## config.mk

```make
export PLATFORM = sky130hd
export DESIGN_NAME = tdm_demux_1_to_4
export DESIGN_NICKNAME = d
export VERILOG_FILES = /design/src/rtl/tdm_demux_1_to_4.sv
export SDC_FILE = /design/constraint.sdc
export NUM_CORES = 1
export LEC_CHECK = 0
export ABC_AREA = 1
export CAP_MARGIN = 10
export CORE_ASPECT_RATIO = 0.6
export CORE_MARGIN = 1.5
export CORE_UTILIZATION = 30
export CTS_CLUSTER_DIAMETER = 120
export CTS_CLUSTER_SIZE = 8
export DETAILED_ROUTE_END_ITERATION = 8
export GPL_ROUTABILITY_DRIVEN = 0
export SYNTH_ARGS = -nofsm -noshare
export SYNTH_HDL_FRONTEND = slang
export SYNTH_SLANG_ARGS = --single-unit
```

## constraint.sdc

```tcl
create_clock -name CLK -period 1.4 [get_ports CLK]
set_clock_uncertainty 0.2 [all_clocks]
set_input_delay 0.21 -clock CLK [delete_from_list [all_inputs] [get_ports CLK]]
set_output_delay 0.21 -clock CLK [all_outputs]
set_load 0.03 [all_outputs]
```

## src/rtl/tdm_demux_1_to_4.sv

```systemverilog
// Receive-side TDM demultiplexer: rebuilds four round-robin channel slots, framed by SOF,
// into a registered parallel bus and reports framing errors.
module tdm_demux_1_to_4 #(
    parameter int unsigned W = 1
) (
    input  logic           CLK,
    input  logic           RST,
    input  logic [W-1:0]   D,
    input  logic           VALID,
    input  logic           SOF,
    output logic [4*W-1:0] OUT,
    output logic           OUT_VALID,
    output logic [1:0]     SEL,
    output logic           LOCKED,
    output logic           ERR
);

    typedef enum logic {StHunt, StLock} state_e;

    state_e       state_q;
    logic [W-1:0] s0_q, s1_q, s2_q;

    always_ff @(posedge CLK) begin
        if (RST) begin
            state_q   <= StHunt;
            s0_q      <= '0;
            s1_q      <= '0;
            s2_q      <= '0;
            OUT       <= '0;
            OUT_VALID <= 1'b0;
            SEL       <= 2'd0;
            LOCKED    <= 1'b0;
            ERR       <= 1'b0;
        end else begin
            OUT_VALID <= 1'b0;
            ERR       <= 1'b0;
            if (VALID) begin
                unique case (state_q)
                    StHunt: begin
                        if (SOF) begin
                            s0_q    <= D;
                            SEL     <= 2'd1;
                            state_q <= StLock;
                            LOCKED  <= 1'b1;
                        end
                    end
                    StLock: begin
                        if (SOF) begin
                            // SOF mid-frame drops the partial frame and restarts at slot 0
                            ERR  <= (SEL != 2'd0);
                            s0_q <= D;
                            SEL  <= 2'd1;
                        end else begin
                            unique case (SEL)
                                2'd0: begin
                                    ERR     <= 1'b1;
                                    state_q <= StHunt;
                                    LOCKED  <= 1'b0;
                                end
                                2'd1: begin
                                    s1_q <= D;
                                    SEL  <= 2'd2;
                                end
                                2'd2: begin
                                    s2_q <= D;
                                    SEL  <= 2'd3;
                                end
                                2'd3: begin
                                    OUT       <= {D, s2_q, s1_q, s0_q};
                                    OUT_VALID <= 1'b1;
                                    SEL       <= 2'd0;
                                end
                                default: ;
                            endcase
                        end
                    end
                    default: ;
                endcase
            end
        end
    end

endmodule

```

==> impl_summary.log, run 1 <==
[metrics] commonest register cell after synthesis: sky130_fd_sc_hd__dfxtp_1
[metrics] post-synth top area share: 38.7%
[metrics] Antenna diodes: 0
[metrics] 1st-iter DRT viols: 21
[metrics] antenna viol nets, final: 0
[metrics] insertion delay to the later sink of the worst-skew pair: 0.24 ns
[metrics] vias in the first global route: 481
[metrics] overflow left after global routing: 0
[metrics] tightest slew margin relative to the limit: 80.5%
[metrics] area of the die: 2540 um2
[metrics] layout cells sized above 1: 38.5%
[metrics] type of the most critical hold path: flip-flop to flip-flop
[metrics] post-route cell area: 1010 um2
[metrics] Data arrival, critical path: 1.31 ns
[metrics] outcome: complete, no violations
[metrics] FFs w/ async S/R, synth: 0%
[metrics] Via-to-Cell Ratio: 4.38
[metrics] final critical delay including setup and external delays: 1.37 ns
[metrics] YS warnings: 0
[metrics] Die Wd: 64.1 um
[metrics] number of buffers on the longest clock path: 2
[metrics] area growth from synthesis to layout: 51.0%
[metrics] top cells by count, synth: 16 x sky130_fd_sc_hd__nor2_1, 13 x sky130_fd_sc_hd__dfxtp_1, 13 x sky130_fd_sc_hd__nand2_1
[metrics] Bufs and invs on worst path: 2
[metrics] fill cell count: 242
[metrics] Setup Crit Path Kind: flip-flop to flip-flop
[metrics] layout net count: 130
[metrics] largest cells by area after synthesis: sky130_fd_sc_hd__dfxtp_1 39%, sky130_fd_sc_hd__ha_1 13%, sky130_fd_sc_hd__nor2_1 8.9%
[metrics] peak clock frequency supported by timing: 732 MHz
[metrics] category of the worst setup path launch point: flip-flop
[metrics] cell type with the highest aggregate area in the netlist: sky130_fd_sc_hd__dfxtp_1
[metrics] post-detailed-placement cell area: 892 um2
[metrics] antenna violations before repair: 0
[metrics] number of hold-slack violations in the final timing report: 0
[metrics] global-route total usage across every layer: 12.5%
[metrics] delay contributed by the slowest stage of the critical path: 0.39 ns
[metrics] unrepaired setup endpoints after global routing: true
[metrics] CTS tree: built
[metrics] standby leakage power: 0.000455 uW
[metrics] required time of the critical path: 1.34 ns
[metrics] CP most frequent cell: sky130_fd_sc_hd__nor2_1
[metrics] Max Fanout on Critical Path: 4
[metrics] DRC Markers: 0
[metrics] Worst path top cell family by delay: flip-flops
[metrics] count of vias placed by the detailed router: 644
[metrics] syn_nets: 102
[metrics] period utilisation layout: 97.5%
[metrics] Crit. End Element: flip-flop
[metrics] final max-slew violation count: 0
[metrics] highest ir drop seen on vdd: 0.376 mV
[metrics] worst path cell trace: inv_4, buf_6, ha_2, nor2_1, nand2_1, a21oi_2, nor2_1
[metrics] CTS sink cnt: 13
[metrics] Slowest cell on crit path: sky130_fd_sc_hd__dfxtp_4
[metrics] number of flops mapped to enable cells by yosys: 0
[metrics] first-pass GRT wire length: 2.28 mm
[metrics] maximum number of pins on one net before global-route repair: 10
[metrics] #FFs+latches synth: 13
[metrics] Pre-Repair DR Iteration Count: 4
[metrics] Syn Std Cell Area: 672 um2
[metrics] maximum capacitance violations: 0
[metrics] HPWL after DPL: 1.11 mm
[metrics] # IOs: 14
[metrics] Root Driver: sky130_fd_sc_hd__clkbuf_8
[metrics] power density over the cells: 911 nW/um2
[metrics] total clock buffers created by CTS: 3
[metrics] clock slew at the register clock pins of the worst setup and hold paths: 0.06 ns
[metrics] sequential share of the synthesized area: 38.7%
[metrics] Tightest Pin Transition: 0.294 ns
[metrics] synthesized area divided by synthesized cell count: 7.47 um2
[metrics] most instantiated library cell after synthesis: sky130_fd_sc_hd__nor2_1
[metrics] effective utilization at floorplan: 31.3%
[metrics] final setup fails: 0
[metrics] average wire length per cell after detail routing: 10.9 um
[metrics] standard-cell rows: 13
[metrics] maximum level of the CTS H-tree: 1
[metrics] wirelength, routed: 1.60 mm
[metrics] number of different library cells in the post-synthesis netlist: 17
[metrics] Core Area: 2150 um2
[metrics] count of buffers inserted at the top-level ports: 13
[metrics] Util after Layout: 47.3%
[metrics] DIE HEIGHT: 39.7 um
[metrics] cell count after synthesis: 90
[worst min-delay path: cells and delay by family (launching register included)]
| kind | cells | cell delay (ns) |
|---|---|---|
| buffers and inverters | 1 | 0.06 |
| AO/OA/AOI/OAI | 1 | 0.06 |
| flip-flops | 1 | 0.30 |
[registers in the layout, summed over array words and instances (netlist names)]
name	cells
SEL	2
OUT	4
s1_q	1
s2_q	1
LOCKED	1
state_q	1
ERR	1
s0_q	1
OUT_VALID	1
[path summary, 6_finish.rpt]
check	startpoint	endpoint	slack [ns]	cells after the start
worst max-delay path	SEL[0]	SEL[0]	0.03	7
worst min-delay path	s0_q	s0_q	0.27	2
worst max register to register	SEL[0]	SEL[0]	0.03	7
worst min register to register	s0_q	s0_q	0.27	2
[final cells by class]
type,count,area (um2),share of cell area [%]
well taps,30,37.5,3.70
multi-input cells,63,410,40.4
clock buffers,4,45.0,4.44
inverters,13,53.8,5.30
flip-flops and latches,13,268,26.4
repair buffers,24,200,19.7
[cells in the final DEF, fill, tap and decap left out]
cell type,n
sky130_fd_sc_hd__nor3_1,2
sky130_fd_sc_hd__nand2_4,1
sky130_fd_sc_hd__nor4_1,1
sky130_fd_sc_hd__ha_2,2
sky130_fd_sc_hd__nand2_1,12
sky130_fd_sc_hd__nor3_4,1
sky130_fd_sc_hd__o21ai_0,1
sky130_fd_sc_hd__inv_2,4
sky130_fd_sc_hd__ha_4,2
sky130_fd_sc_hd__nor2_1,15
sky130_fd_sc_hd__dlygate4sd2_1,2
sky130_fd_sc_hd__a21oi_1,3
sky130_fd_sc_hd__buf_4,16
sky130_fd_sc_hd__a21oi_2,2
sky130_fd_sc_hd__nand2_2,5
sky130_fd_sc_hd__clkdlybuf4s50_1,4
sky130_fd_sc_hd__nor3_2,1
sky130_fd_sc_hd__buf_6,2
sky130_fd_sc_hd__nor2_2,2
sky130_fd_sc_hd__inv_1,7
sky130_fd_sc_hd__ha_1,3
sky130_fd_sc_hd__clkbuf_8,3
sky130_fd_sc_hd__o21ai_1,2
sky130_fd_sc_hd__clkbuf_1,1
sky130_fd_sc_hd__inv_4,2
sky130_fd_sc_hd__dfxtp_1,11
sky130_fd_sc_hd__nand3_1,3
sky130_fd_sc_hd__nand4_1,5
sky130_fd_sc_hd__dfxtp_4,2
[layer usage]
metal  share of wire [%]  track usage [%]
met5                   0                0
met4                0.38             3.19
met3                 5.3             6.32
met2                  41             15.6
met1                  53             18.0
[cells by family after synthesis]
family	Yosys count	share of synthesized area [%]
simple gates	48	34.3
buf+inv	14	8.01
flops	13	38.7
compound gates	8	5.96
fa+ha+maj	7	13.0
[stage by stage]
step                      setup TNS [ns]  hold WS, ns  instances  worst slack (ns)  power (uW)
final                                  0        0.265        147            0.0345         924
after global routing             -0.0884        0.281        147           -0.0519         967
after CTS                              0        0.261        145            0.0164         896
after detailed placement           -1.49        0.252        141            -0.177         548
after global placement             -1.29        0.241        141            -0.180         548
after floorplan                        0       0.0791         90            0.0215         481
[where the power goes]
group / leakage, uW / switching, uW / internal, uW / total, uW
Sequential: 0.000107 / 17.2 / 382 / 399
Clock: 0.0000228 / 145 / 201 / 346
Combinational: 0.000325 / 96.3 / 83.0 / 179
[repair_timing]
item                       CTS  global route
buffers inserted             0             2
gates resized for setup      3            16
hold buffers                 0             0
pin swaps                    0             7
setup endpoints to repair    6             9
No activity file was read; power rests on OpenSTA's default activity.
==> inputs of run 2 (changes only) <==
--- a/config.mk
+++ b/config.mk
@@ -6,6 +6,7 @@
 export NUM_CORES = 1
 export LEC_CHECK = 0
 export ABC_AREA = 1
+export ABC_CLOCK_PERIOD_IN_PS = 1400
 export CAP_MARGIN = 10
 export CORE_ASPECT_RATIO = 0.6
 export CORE_MARGIN = 1.5
==> results of run 2 <==
Same layout as run 1: the final DEF is identical, and so are final timing and power.
